### src/rtl/restoring_divider_pl.sv
// restoring_divider_pl: radix-2 restoring divider, one quotient bit per clock, valid/ready on both sides.
// Optional DIV_SIGNED_EN macro selects two's-complement operands (truncating division); default is unsigned.
module restoring_divider_pl #(
   parameter int DIVIDEND_W = 16,
   parameter int DIVISOR_W  = 8
) (
   input  logic                  clk,
   input  logic                  rst_n,
   input  logic                  in_valid,
   output logic                  in_ready,
   input  logic [DIVIDEND_W-1:0] dividend,
   input  logic [DIVISOR_W-1:0]  divisor,
   output logic                  out_valid,
   input  logic                  out_ready,
   output logic [DIVIDEND_W-1:0] quotient,
   output logic [DIVISOR_W-1:0]  remainder,
   output logic                  div_by_zero
);
   localparam int CW = (DIVIDEND_W > 1) ? $clog2(DIVIDEND_W) : 1;
   localparam logic [CW-1:0] LAST_CNT = CW'(DIVIDEND_W - 1);

   typedef enum logic [1:0] {
      IDLE = 2'd0,
      RUN  = 2'd1,
      DONE = 2'd2
   } state_t;

   state_t                  state_r;
   logic [CW-1:0]           count_r;
   // Dividend bits shift out of the top while quotient bits shift in at the bottom.
   logic [DIVIDEND_W-1:0]   acc_r;
   logic [DIVISOR_W-1:0]    part_r;
   logic [DIVISOR_W-1:0]    dsr_r;
   logic                    in_ready_r;
   logic                    out_valid_r;
   logic [DIVIDEND_W-1:0]   quotient_r;
   logic [DIVISOR_W-1:0]    remainder_r;
   logic                    dbz_r;

   logic [DIVISOR_W:0]      trial_s;
   logic                    qbit_s;
   logic [DIVISOR_W-1:0]    part_next_s;
   logic [DIVIDEND_W-1:0]   acc_next_s;
   logic [DIVIDEND_W-1:0]   q_final_s;
   logic [DIVISOR_W-1:0]    r_final_s;
   logic [DIVIDEND_W-1:0]   dvd_mag_s;
   logic [DIVISOR_W-1:0]    dsr_mag_s;

`ifdef DIV_SIGNED_EN
   logic                    neg_q_r;
   logic                    neg_r_r;

   function automatic logic [DIVIDEND_W-1:0] abs_dvd(input logic [DIVIDEND_W-1:0] v);
      abs_dvd = v[DIVIDEND_W-1] ? (DIVIDEND_W'(0) - v) : v;
   endfunction

   function automatic logic [DIVISOR_W-1:0] abs_dsr(input logic [DIVISOR_W-1:0] v);
      abs_dsr = v[DIVISOR_W-1] ? (DIVISOR_W'(0) - v) : v;
   endfunction
`endif

   // Operand magnitudes captured at the accepting edge.
   always_comb begin
`ifdef DIV_SIGNED_EN
      dvd_mag_s = abs_dvd(dividend);
      dsr_mag_s = abs_dsr(divisor);
`else
      dvd_mag_s = dividend;
      dsr_mag_s = divisor;
`endif
   end

   // One restoring step plus the result fix-up used on the final RUN edge.
   always_comb begin
      trial_s = {part_r, acc_r[DIVIDEND_W-1]};
      if (trial_s >= {1'b0, dsr_r}) begin
         qbit_s      = 1'b1;
         part_next_s = DIVISOR_W'(trial_s - {1'b0, dsr_r});
      end else begin
         qbit_s      = 1'b0;
         part_next_s = trial_s[DIVISOR_W-1:0];
      end
      acc_next_s = {acc_r[DIVIDEND_W-2:0], qbit_s};
`ifdef DIV_SIGNED_EN
      // Negating the magnitude of most-negative / -1 wraps back to most-negative.
      if (neg_q_r) begin
         q_final_s = DIVIDEND_W'(0) - acc_next_s;
      end else begin
         q_final_s = acc_next_s;
      end
      if (neg_r_r) begin
         r_final_s = DIVISOR_W'(0) - part_next_s;
      end else begin
         r_final_s = part_next_s;
      end
`else
      q_final_s = acc_next_s;
      r_final_s = part_next_s;
`endif
   end

   // Control FSM: operand capture, iterative division, result handshake.
   always_ff @(posedge clk or negedge rst_n) begin
      if (!rst_n) begin
         state_r     <= IDLE;
         count_r     <= '0;
         acc_r       <= '0;
         part_r      <= '0;
         dsr_r       <= '0;
         in_ready_r  <= 1'b0;
         out_valid_r <= 1'b0;
         quotient_r  <= '0;
         remainder_r <= '0;
         dbz_r       <= 1'b0;
`ifdef DIV_SIGNED_EN
         neg_q_r     <= 1'b0;
         neg_r_r     <= 1'b0;
`endif
      end else begin
         case (state_r)
            IDLE: begin
               if (in_valid && in_ready_r) begin
                  in_ready_r <= 1'b0;
                  count_r    <= '0;
                  part_r     <= '0;
                  acc_r      <= dvd_mag_s;
                  dsr_r      <= dsr_mag_s;
`ifdef DIV_SIGNED_EN
                  neg_q_r    <= dividend[DIVIDEND_W-1] ^ divisor[DIVISOR_W-1];
                  neg_r_r    <= dividend[DIVIDEND_W-1];
`endif
                  if (divisor == '0) begin
                     quotient_r  <= '1;
                     remainder_r <= dividend[DIVISOR_W-1:0];
                     dbz_r       <= 1'b1;
                     out_valid_r <= 1'b1;
                     state_r     <= DONE;
                  end else begin
                     state_r <= RUN;
                  end
               end else begin
                  in_ready_r <= 1'b1;
               end
            end
            RUN: begin
               acc_r  <= acc_next_s;
               part_r <= part_next_s;
               if (count_r == LAST_CNT) begin
                  count_r     <= '0;
                  quotient_r  <= q_final_s;
                  remainder_r <= r_final_s;
                  dbz_r       <= 1'b0;
                  out_valid_r <= 1'b1;
                  state_r     <= DONE;
               end else begin
                  count_r <= count_r + CW'(1);
               end
            end
            DONE: begin
               if (out_ready) begin
                  out_valid_r <= 1'b0;
                  in_ready_r  <= 1'b1;
                  state_r     <= IDLE;
               end else begin
                  state_r <= DONE;
               end
            end
            default: begin
               state_r     <= IDLE;
               in_ready_r  <= 1'b0;
               out_valid_r <= 1'b0;
            end
         endcase
      end
   end

   assign in_ready    = in_ready_r;
   assign out_valid   = out_valid_r;
   assign quotient    = quotient_r;
   assign remainder   = remainder_r;
   assign div_by_zero = dbz_r;

endmodule

### config.mk
export PLATFORM = sky130hd
export DESIGN_NAME = restoring_divider_pl
export DESIGN_NICKNAME = d
export VERILOG_FILES = /design/src/rtl/restoring_divider_pl.sv
export SDC_FILE = /design/constraint.sdc
export NUM_CORES = 1
export LEC_CHECK = 0
export ABC_AREA = 1
export CAP_MARGIN = 20
export CORE_ASPECT_RATIO = 2
export CORE_MARGIN = 5
export CORE_UTILIZATION = 30
export DETAILED_ROUTE_END_ITERATION = 7
export HOLD_SLACK_MARGIN = 0.06
export RECOVER_POWER = 100
export SLEW_MARGIN = 40
export SYNTH_ARGS = -nofsm -noshare
export SYNTH_HDL_FRONTEND = slang
export SYNTH_SLANG_ARGS = --single-unit
### constraint.sdc
create_clock -name clk -period 1.85 [get_ports clk]
set_input_delay 0.185 -clock clk [delete_from_list [all_inputs] [get_ports clk]]
set_output_delay 0.185 -clock clk [all_outputs]
set_load 0.01 [all_outputs]
==> metrics.md, run 1 <==
| Metric | Value |
|---|---|
| Share of layout cells above drive strength 1 | `19.3%` |
| Largest cells by area after synthesis | `sky130_fd_sc_hd__dfrtp_1 49%, sky130_fd_sc_hd__nand2_1 10%, sky130_fd_sc_hd__o21ai_0 7.1%` |
| Largest clock skew in the final design | `just under 0.007 ns` |
| Routability-driven placement congestion ratio | `0.846` |
| Cell depth of the worst min-delay path | `3` |
| GRT Residual Overflow | `0` |
| Wire length of the first global-routing pass | `14300 um` |
| Post-Place Setup Slack | `-0.101 ns` |
| Diode insertion count for antenna repair | `0` |
| Number of levels in the clock H-tree | `3` |
| Dominant cell type by count on the critical path | `sky130_fd_sc_hd__nand3_2` |
| Total Neg Setup Slack | `0 ns` |
| Cells after Synth | `419` |
| Count of unresolved DRC violations after routing | `0` |
| Detail Route Antenna Nets | `0` |
| Final worst-path setup slack | `0.0324 ns` |
| Proportion of synthesized chip area in sequential cells | `48.8%` |
| Final Cycle Share | `98.3%` |
| Least-Margin Pin Slew | `0.898 ns` |
| Reg-to-reg startpoint | `part_r[1]$_DFFE_PN0P_` |
| Drt first-iter violations | `187` |
| Total track usage | `between 10% and 20%` |
| Status | `completed` |
| Biggest area consumer among synthesized cells | `sky130_fd_sc_hd__dfrtp_1` |
| Clock tree from TritonCTS | `done` |
| Synthesis-to-finish area growth | `45.0%` |
| Top-level I/O count | `55` |
| Required time at the worst-slack endpoint | `roughly 2.1 ns` |
| Worst hold start | `divisor[5]` |
| Type of the worst setup path | `reg2reg` |
| Slowest cell on the critical path | `sky130_fd_sc_hd__dfrtp_1` |
| Pleak | `approximately 0.0022 uW` |
| Worst setup SP type | `register` |
| Site row count | `54` |
| Worst endpoint data arrival time | `2.04 ns` |
| Count of clock tree sinks | `65` |
| Via count | `around 3.2k` |
| Internal power contribution | `approximately 6000 uW` |
| # port buffers | `54` |
| Net count after synthesis | `around 460` |
| Total of fill cells in the finished design | `between 1k and 1.5k` |
| Final Util | `between 40 and 50%` |
| Number of buffers inserted during clock tree synthesis | `9` |
| Share of the synthesized area in compound gates (AO/OA/AOI/OAI) | `13.5%` |
| Hold violation total from the final report | `0` |
| Estimated wirelength of the detail-placed design | `roughly 6500 um` |
| Worst slew margin relative to its limit | `40.1%` |
| Yosys synthesis warning count | `0` |
| Worst-case reg-to-reg path depth | `11` |
| Worst setup slack for register-to-register paths | `0.03 ns` |
| Number of flops mapped to enable cells by yosys | `0` |
| Destination of the worst hold path | `dsr_r[5]$_DFFE_PN0P_` |
| Register bit count reported by yosys | `65` |
| Vertical die dimension | `159 um` |
| Upper clock frequency limit | `around 550 MHz` |
| Largest net degree at the start of global routing | `66` |
| Share of the synthesized area in the top cell type | `48.8%` |
| Avg WL per Cell | `roughly 14 um` |
| Sequential group share of total power | `24.1%` |
| Fin nets | `552` |
| Average cell area after synthesis | `7.96 um^2` |
| Main synth FF type | `sky130_fd_sc_hd__dfrtp_1` |
| Share of flip-flops with an asynchronous set or reset after synthesis | `100%` |
| Maximum buffer depth of the clock tree | `2` |
| Fraction of power spent switching nets | `41.3%` |
| Dominant combinational cell family by area after synthesis | `simple AND/OR/NAND/NOR gates` |
| Most used standard cell by instance count after synthesis | `sky130_fd_sc_hd__nand2_1` |
| Cell Area, Synth | `0.00334 mm^2` |
| Portion of total power attributed to combinational logic | `57.7%` |
| Routing usage on met3 | `around 3.1%` |
| Fraction of the mapped netlist area in simple logic gates | `roughly a quarter` |
| Reported max-cap violation count | `0` |
| Setup-violating endpoint count in the final report | `0` |
| Count of pins over their slew limit | `0` |
| Clock power share | `18.2%` |
| Post-synthesis cell type count | `26` |
| Share of synthesized cell area in full adder, half adder and majority cells | `between 3 and 4%` |
| Met2 layer usage reported by global route | `about a quarter` |
| Leading cell types by count after synthesis | `91 x sky130_fd_sc_hd__nand2_1, 65 x sky130_fd_sc_hd__dfrtp_1, 55 x sky130_fd_sc_hd__inv_1` |
| Stage delay of the slowest cell on the critical path | `0.42 ns` |
| Die Span X | `about 85 um` |
| CTS root buffer | `sky130_fd_sc_hd__clkbuf_16` |
| Avg Vias per Cell | `between 4 and 5` |
| Clk_lat worst skew | `around 0.32 ns` |
| Initial Util | `30.7%` |
| DIE AREA | `0.0135 mm^2` |
| CP Capture Type | `register` |
| Class of the tightest hold or removal check | `in2reg` |
| Vias in the first global route | `roughly 3k` |
| Worst IR drop on VDD | `~0.63 mV` |
| Largest driver fanout on the critical path | `6` |
| Fraction of synthesized area in multiplexers | `0%` |
| CP cell instances | `ha_4 -> nand2_1 -> nor2_2 -> nand2_2 -> nand3_2 -> nand3_2 -> buf_4 -> nand4_1 -> nand3_2 -> nand2_1 -> inv_1` |
| Fraction of met1 tracks used by global routing | `~14%` |
| Antenna violations before repair | `0` |
| Clock slew seen by the registers of the worst setup and hold paths | `0.06 ns` |
| Core area | `0.0109 mm^2` |
| Xor-xnor portion of the synthesized cell area | `about 1.1%` |
| Areal power density over the cells | `2070 mW/mm^2` |
| Net switching power | `between 4000 and 5000 uW` |
| Min Clock Period, post-route | `1.82 ns` |
| Most congested layer reported by global routing | `met2` |
| Detailed Routing Iterations Pass 1 | `4` |
| Routed wire length | `9100 um` |
| FF-to-FF End | `remainder[6]$_DFFE_PN0P_` |
==> what timing repair did <==
item | in CTS | in global routing
hold buffers | 1 | 0
gates cloned | 0 | 1
setup buffers | 0 | 6
pin swaps | 0 | 6
endpoints found under the hold margin | 65 | 0
setup endpoints to repair | 12 | 24
resized for setup | 5 | 38
==> placed cells by master (no fill, tap or decap), drive strengths merged <==
master	synthesis	final
nand2	93	93
dfrtp	65	65
fa	1	1
inv	56	56
o211ai	1	1
xor2	3	3
clkbuf	9	18
o21ai	48	48
clkinv	0	1
clkdlybuf4s50	0	26
nor2	32	32
xnor2	1	1
ha	9	9
nand3	37	37
buf	8	41
bufinv	0	2
clkinvlp	0	1
a22oi	1	1
a21oi	20	20
nand4	11	11
dlygate4sd3	0	28
a31oi	15	15
or2	9	9
==> per-stage QoR <==
stage	hold WS (ns)	cell area [um^2]	cells	power [uW]
global route	0.479	4840	659	10800
detailed placement	0.230	4290	635	7590
CTS	0.422	4660	652	9560
global placement	0.223	4290	635	7470
finish	0.457	4840	659	10000
floorplan	-0.111	3340	419	5480
==> how the worst max path moves through the flow <==
stage / from / endpoint / slack (ns) / depth (start not counted)
after global routing: part_r[1]$_DFFE_PN0P_ / remainder[6]$_DFFE_PN0P_ / -0.06 / 11
final: part_r[1]$_DFFE_PN0P_ / remainder[6]$_DFFE_PN0P_ / 0.03 / 11
after global placement: part_r[1]$_DFFE_PN0P_ / remainder[0]$_DFFE_PN0P_ / -0.05 / 10
after floorplan: part_r[2]$_DFFE_PN0P_ / remainder[0]$_DFFE_PN0P_ / 0.12 / 11
after detailed placement: part_r[1]$_DFFE_PN0P_ / remainder[6]$_DFFE_PN0P_ / -0.10 / 10
after CTS: part_r[2]$_DFFE_PN0P_ / remainder[0]$_DFFE_PN0P_ / 0.005 / 11
==> critical path, delay by kind of cell, from the launching register on <==
family	cells	cell delay, ns
flip-flops	1	0.42
buffers and inverters	2	0.19
adder cells (fa/ha/maj)	1	0.31
AND/OR/NAND/NOR	8	0.79
==> kinds of logic (layout without fill, tap and decap cells) <==
family | after synthesis | in the layout
AND/OR/NAND/NOR | 182 | 182
XOR/XNOR | 4 | 4
flip-flops | 65 | 65
AO/OA/AOI/OAI | 85 | 85
adder cells (fa/ha/maj) | 10 | 10
buffers and inverters | 73 | 173
==> sequential cells by signal (all words and copies together) (netlist names) <==
name,cells
dsr_r,8
div_by_zero,1
quotient,16
remainder,8
out_valid,1
acc_r,16
count_r,4
state_r,2
in_ready,1
part_r,8
==> power groups by stage <==
stage / Combinational [uW] / Sequential [uW] / Clock (uW)
finish: 5780 / 2410 / 1820
global route: 6380 / 2490 / 1920
CTS: 5300 / 2400 / 1860
detailed placement: 5180 / 2410 / 0
global placement: 5080 / 2390 / 0
floorplan: 3000 / 2480 / 0
==> routing by layer <==
| layer | up-vias | routed length [um] |
|---|---|---|
| met5 | - | 0 |
| met4 | 0 | 326 |
| met3 | 27 | 430 |
| met2 | 93 | 4950 |
| met1 | 1486 | 3400 |
| li1 | 1569 | - |
==> layout make-up <==
type / instances / area, um^2 / share of cell area [%]
Sequential cell: 65 / 1630 / 33.6
Multi-Input combinational cell: 281 / 1590 / 32.9
Timing Repair Buffer: 101 / 912 / 18.9
Clock buffer: 12 / 246 / 5.10
Inverter: 56 / 210 / 4.35
Tap cell: 140 / 175 / 3.62
Clock inverter: 4 / 76.3 / 1.58
Power figures use the tool's default switching activity.
==> run 2, diff against run 1 <==
CORE_UTILIZATION = 48   (was 30)
PLACE_DENSITY = 0.76   (was unset)
==> run 2 against run 1 <==
  * Critical path depth shrank 1
  * Total power shrank 0.21%
  * Register-to-register slack is essentially flat
  * Die area shrank 34%
  * Clock power shrank 8%
  * Critical endpoint unchanged
  * Non-clock buffer count shrank 11
  * Clock skew shrank 0.0014 ns
  * Via count grew 1.7%
  * Hold slack lost 0.022 ns
  * Count of clock-buffer cells in the layout shrank 1
==> metrics.md, run 2 (synthesis results as in run 1) <==
| Metric | Value |
|---|---|
| Drt first-iter violations | `210` |
| Die Span X | `68.9 um` |
| Most used cells in the layout excluding fill and tap cells | `80 x sky130_fd_sc_hd__nand2_1, 65 x sky130_fd_sc_hd__dfrtp_1, 50 x sky130_fd_sc_hd__inv_1` |
| GRT Residual Overflow | `0` |
| Estimated wirelength of the detail-placed design | `6050 um` |
| Required time at the worst-slack endpoint | `2.12 ns` |
| Post-Place Setup Slack | `-0.181 ns` |
| Final worst-path setup slack | `0.0247 ns` |
| Sequential group share of total power | `24.2%` |
| Top-level I/O count | `55` |
| Synthesis-to-finish area growth | `41.3%` |
| Min Clock Period, post-route | `1.83 ns` |
| Pleak | `0.00218 uW` |
| Least-Margin Pin Slew | `0.876 ns` |
| Final Cycle Share | `between 90% and 100%` |
| Finished layout cell area | `0.00471 mm^2` |
| Avg Vias per Cell | `5.40` |
| Count of unresolved DRC violations after routing | `0` |
| Core area | `0.00689 mm^2` |
| CP cell instances | `ha_4 -> nand2_1 -> nor2_2 -> nand3_1 -> nand4_1 -> buf_6 -> nand3_2 -> nand3_1 -> nand2_1 -> inv_1` |
| Worst slew margin relative to its limit | `41.6%` |
| Detailed Routing Iterations Pass 1 | `5` |
| Avg WL per Cell | `between 15 and 20 um` |
| Commonest non-fill, non-tap cell in the layout | `sky130_fd_sc_hd__nand2_1` |
| Vertical die dimension | `about 130 um` |
| Via count | `~3.2k` |
| Largest clock skew in the final design | `about 0.0055 ns` |
| Number of levels in the clock H-tree | `3` |
| Maximum buffer depth of the clock tree | `2` |
| Most congested layer reported by global routing | `met2` |
| Portion of total power attributed to combinational logic | `59.0%` |
| DP Area | `0.00416 mm^2` |
| Internal power contribution | `5660 uW` |
| Worst setup SP type | `register` |
| Number of buffers inserted during clock tree synthesis | `9` |
| Worst-case reg-to-reg path depth | `10` |
| Antenna violations before repair | `0` |
| Count of clock tree sinks | `65` |
| Largest driver fanout on the critical path | `6` |
| Detail Route Antenna Nets | `0` |
| Stage delay of the slowest cell on the critical path | `0.44 ns` |
| Total Power Consumption | `10000 uW` |
| Fraction of power spent switching nets | `43.4%` |
| Clock tree from TritonCTS | `done` |
| Met2 layer usage reported by global route | `a little over a third` |
| FF-to-FF End | `remainder[6]$_DFFE_PN0P_` |
| Worst endpoint data arrival time | `about 2.1 ns` |
| Type of the worst setup path | `reg2reg` |
| Areal power density over the cells | `2120 mW/mm^2` |
| Reg-to-reg startpoint | `part_r[1]$_DFFE_PN0P_` |
| Clock slew seen by the registers of the worst setup and hold paths | `~0.050 ns` |
| Count of pins over their slew limit | `0` |
| Site row count | `43` |
| Clk_lat worst skew | `0.33 ns` |
| CTS root buffer | `sky130_fd_sc_hd__clkbuf_16` |
| Worst hold start | `divisor[0]` |
| Net switching power | `4340 uW` |
| CP Capture Type | `register` |
| Routed wire length | `around 9000 um` |
| Class of the tightest hold or removal check | `in2reg` |
| Slowest cell on the critical path | `sky130_fd_sc_hd__dfrtp_1` |
| Destination of the worst hold path | `dsr_r[0]$_DFFE_PN0P_` |
| Worst IR drop on VDD | `approximately 1.2 mV` |
| Cell depth of the worst min-delay path | `3` |
| Fraction of met1 tracks used by global routing | `22.4%` |
| Wire length of the first global-routing pass | `about 14000 um` |
| Vias in the first global route | `3239` |
| # port buffers | `54` |
| Setup-violating endpoint count in the final report | `0` |
| Clock power share | `between 10% and 20%` |
| Largest net degree at the start of global routing | `66` |
| Final Util | `between 60 and 70%` |
| Routability-driven placement congestion ratio | `0.884` |
| Hold violation total from the final report | `0` |
| Status | `completed` |
| Upper clock frequency limit | `548 MHz` |
| Worst setup slack for register-to-register paths | `approximately 0.025 ns` |
| Initial Util | `48.4%` |
| Diode insertion count for antenna repair | `0` |
| Share of layout cells above drive strength 1 | `18.1%` |
| Routing usage on met3 | `4.04%` |
| Fin nets | `541` |
| RSZ-0062 raised after global routing | `yes` |
| Total track usage | `between 20% and 30%` |
| Reported max-cap violation count | `0` |
| DIE AREA | `around 0.009 mm^2` |
-- run 2: cell types whose count changed in the layout (fill, tap and decap cells not counted), moves of 2 or more --
cell	change
sky130_fd_sc_hd__a21oi_1	+2
sky130_fd_sc_hd__a21oi_2	-2
sky130_fd_sc_hd__buf_4	-10
sky130_fd_sc_hd__clkbuf_2	-3
sky130_fd_sc_hd__clkinv_2	+2
sky130_fd_sc_hd__ha_1	+2
sky130_fd_sc_hd__nand2_1	-4
sky130_fd_sc_hd__nand2_4	+4
sky130_fd_sc_hd__nand3_1	-3
sky130_fd_sc_hd__nand3_2	+2
sky130_fd_sc_hd__nor2_2	-2
-- run 2: area by class of cell --
type / count / area [um^2]
clock inverter: 5 / 55.1
clock buffer: 11 / 243
multi-input combinational: 281 / 1630
inverter: 56 / 210
sequential: 65 / 1630
tap: 90 / 113
fill: 586 / 2170
timing repair buffer: 90 / 837
-- run 2: layer usage --
metal | wire length, um | vias up
met4 | 541 | 0
met1 | 3310 | 1537
met5 | 0 | -
li1 | - | 1542
met2 | 4850 | 115
met3 | 384 | 36
-- run 2: worst max-delay path by stage --
stage	slack (ns)	to	from	cells past startpoint
2_1_floorplan	0.12	remainder[0]$_DFFE_PN0P_	part_r[2]$_DFFE_PN0P_	11
3_3_place_gp	-0.11	remainder[0]$_DFFE_PN0P_	part_r[2]$_DFFE_PN0P_	11
3_5_place_dp	-0.18	remainder[0]$_DFFE_PN0P_	part_r[2]$_DFFE_PN0P_	11
4_1_cts	0.03	remainder[6]$_DFFE_PN0P_	part_r[2]$_DFFE_PN0P_	12
5_1_grt	-0.06	remainder[4]$_DFFE_PN0P_	part_r[1]$_DFFE_PN0P_	12
6_report	0.02	remainder[6]$_DFFE_PN0P_	part_r[1]$_DFFE_PN0P_	10
-- run 2: per-stage QoR --
stage	std cells	setup TNS, ns	hold WS, ns
finish	598	0	0.435
CTS	593	0	0.412
global route	598	-0.365	0.470
detailed placement	576	-1.83	0.224
floorplan	419	0	-0.111
global placement	576	-0.672	0.221
-- run 2: power by group through the flow --
stage	clock (uW)	sequential (uW)	combinational (uW)
floorplan	0	2480	3000
global placement	0	2400	4860
detailed placement	0	2420	4970
CTS	1690	2420	5180
global route	1760	2490	6500
finish	1670	2420	5900
-- run 2: worst max-delay path: cells and delay by family, from the launching register on --
family | cells | cell delay [ns]
and+or+nand+nor | 7 | 0.74
buffers and inverters | 2 | 0.23
adders and majority gates | 1 | 0.35
DFF | 1 | 0.44
-- run 2: what timing repair did --
item,in CTS,in global routing
hold endpoints to repair,65,0
resized for setup,7,45
hold buffers,1,0
setup endpoints to repair,16,18
buffers inserted,0,4
cloned,0,1
pin swaps,0,15
==> run 3, diff against run 2 <==
CAP_MARGIN = 0   (was 20)
SKIP_LAST_GASP = 1   (was unset)
==> run 3 against run 2 <==
  * Cell count is the same
  * Count of clock-buffer cells in the layout is the same
  * Combinational power is essentially flat
  * Cell area is essentially flat
  * Critical path depth is the same
  * Clock skew is essentially flat
  * Maximum frequency grew 0.15%
  * Hold slack lost 0.00065 ns
  * Routed wire length is essentially flat
  * Global-route usage is the same
  * Non-clock buffer count is the same
==> metrics.md, run 3 (synthesis results as in run 1) <==
| Metric | Value |
|---|---|
| Status | `completed` |
| Net switching power | `4330 uW` |
| GRT Residual Overflow | `0` |
| Final Util | `68.4%` |
| RSZ-0062 raised after global routing | `yes` |
| Synthesis-to-finish area growth | `41.2%` |
| Number of levels in the clock H-tree | `3` |
| Number of buffers inserted during clock tree synthesis | `9` |
| Routed wire length | `9090 um` |
| Worst endpoint data arrival time | `2.09 ns` |
| Fin nets | `541` |
| Drt first-iter violations | `220` |
| Class of the tightest hold or removal check | `in2reg` |
| Min Clock Period, post-route | `1.82 ns` |
| CP cell instances | `ha_4 -> nand2_1 -> nor2_2 -> nand3_1 -> nand4_1 -> buf_6 -> nand3_2 -> nand3_1 -> nand2_1 -> inv_1` |
| Total track usage | `about a fifth` |
| Initial Util | `48.4%` |
| Type of the worst setup path | `reg2reg` |
| # port buffers | `54` |
| Routability-driven placement congestion ratio | `0.884` |
| Top-level I/O count | `55` |
| Sequential group share of total power | `roughly 24%` |
| Reported max-cap violation count | `0` |
| Detail Route Antenna Nets | `0` |
| Wire length of the first global-routing pass | `14100 um` |
| CP Capture Type | `register` |
| Hold violation total from the final report | `0` |
| Antenna violations before repair | `0` |
| Internal power contribution | `between 5000 and 6000 uW` |
| Worst IR drop on VDD | `1.21 mV` |
| Slowest cell on the critical path | `sky130_fd_sc_hd__dfrtp_1` |
| Die Span X | `68.9 um` |
| Final Cycle Share | `98.5%` |
| Largest clock skew in the final design | `0.00587 ns` |
| Upper clock frequency limit | `549 MHz` |
| Stage delay of the slowest cell on the critical path | `0.44 ns` |
| Vertical die dimension | `about 130 um` |
| Number of placed instances, taps included | `between 500 and 600` |
| Count of pins over their slew limit | `0` |
| Diode insertion count for antenna repair | `0` |
| Worst slew margin relative to its limit | `between 40% and 50%` |
| Clock power share | `between 10% and 20%` |
| Avg WL per Cell | `15.2 um` |
| Via count | `about 3.2k` |
| Count of clock tree sinks | `between 60 and 70` |
| Pleak | `0.00218 uW` |
| Detailed Routing Iterations Pass 1 | `4` |
| Fraction of power spent switching nets | `43.3%` |
| Worst setup SP type | `register` |
| Clock tree from TritonCTS | `done` |
| Share of layout cells above drive strength 1 | `a little under a fifth` |
| Site row count | `43` |
| Least-Margin Pin Slew | `0.863 ns` |
| Final worst-path setup slack | `0.0274 ns` |
| DIE AREA | `between 0.008 and 0.009 mm^2` |
| Estimated wirelength of the detail-placed design | `6050 um` |
| Required time at the worst-slack endpoint | `2.11 ns` |
| Setup-violating endpoint count in the final report | `0` |
| Avg Vias per Cell | `5.38` |
| Most used cells in the layout excluding fill and tap cells | `81 x sky130_fd_sc_hd__nand2_1, 65 x sky130_fd_sc_hd__dfrtp_1, 50 x sky130_fd_sc_hd__inv_1` |
| Post-Place Setup Slack | `-0.181 ns` |
| Portion of total power attributed to combinational logic | `59.0%` |
| Count of unresolved DRC violations after routing | `0` |
| Largest net degree at the start of global routing | `66` |
| Maximum buffer depth of the clock tree | `2` |
| Largest driver fanout on the critical path | `6` |
| Commonest non-fill, non-tap cell in the layout | `sky130_fd_sc_hd__nand2_1` |
| Clock slew seen by the registers of the worst setup and hold paths | `0.05 ns` |
| Vias in the first global route | `3239` |
| Non-filler instance count after layout | `about 600` |
| Total Neg Setup Slack | `0 ns` |
| Clk_lat worst skew | `0.33 ns` |
| Core area | `0.00689 mm^2` |
| Areal power density over the cells | `2120 mW/mm^2` |
| CTS root buffer | `sky130_fd_sc_hd__clkbuf_16` |
-- run 3: cell count changes in the layout (fill, tap and decap cells not counted), sizes merged --
cell	previous run	this run
buf	32	33
clkbuf	15	14
-- run 3: timing repair --
item                       4_1_cts  5_1_grt
setup buffers                    0        4
resized for setup                7       43
hold endpoints to repair        65        0
pin swaps                        0       15
hold buffers                     1        0
cloned                           0        1
setup endpoints to repair       16       18
-- run 3: critical path, delay by kind of cell, from the launching register on --
family | cells | cell delay (ns)
AND/OR/NAND/NOR | 7 | 0.73
adder cells (fa/ha/maj) | 1 | 0.36
flip-flops | 1 | 0.44
buffers and inverters | 2 | 0.22
-- run 3: power groups by stage --
stage | Combinational, uW | Sequential, uW | Clock [uW]
floorplan | 3000 | 2480 | 0
global placement | 4860 | 2400 | 0
detailed placement | 4970 | 2420 | 0
CTS | 5180 | 2420 | 1690
global route | 6490 | 2490 | 1760
finish | 5890 | 2420 | 1680
-- run 3: final timing paths --
| path | depth (start not counted) | slack [ns] | startpoint | end |
|---|---|---|---|---|
| max reg2reg | 10 | 0.03 | part_r[1]$_DFFE_PN0P_ | remainder[6]$_DFFE_PN0P_ |
| min reg2reg | 2 | 0.48 | dsr_r[0]$_DFFE_PN0P_ | dsr_r[0]$_DFFE_PN0P_ |
| min | 3 | 0.43 | divisor[0] | dsr_r[0]$_DFFE_PN0P_ |
| min in group asynchronous | 3 | 0.61 | rst_n | out_valid$_DFFE_PN0P_ |
| max | 10 | 0.03 | part_r[1]$_DFFE_PN0P_ | remainder[6]$_DFFE_PN0P_ |
| max in group asynchronous | 3 | 0.68 | rst_n | quotient[5]$_DFFE_PN0P_ |
-- run 3: through the flow --
| step | hold slack [ns] | cell area (um^2) | total power [uW] |
|---|---|---|---|
| finish | 0.434 | 4710 | 9990 |
| global route | 0.470 | 4710 | 10700 |
| detailed placement | 0.224 | 4160 | 7390 |
| floorplan | -0.111 | 3340 | 5480 |
| CTS | 0.412 | 4520 | 9290 |
| global placement | 0.221 | 4160 | 7260 |
-- run 3: final cells by class --
class	instances	area [um^2]
fill	586	2180
sequential	65	1630
multi-input combinational	281	1630
timing repair buffer	90	837
clock buffer	11	243
inverter	56	210
tap	90	113
clock inverter	5	55.1
-- run 3: layer usage --
layer	wire [um]	part of all wire, %	GRT usage (%)	up-vias
li1	-	-	-	1541
met1	3250	36	22.4	1530
met3	436	4.8	4.04	36
met4	540	5.9	16.3	0
met5	0	0	0	-
met2	4860	53	35.8	113
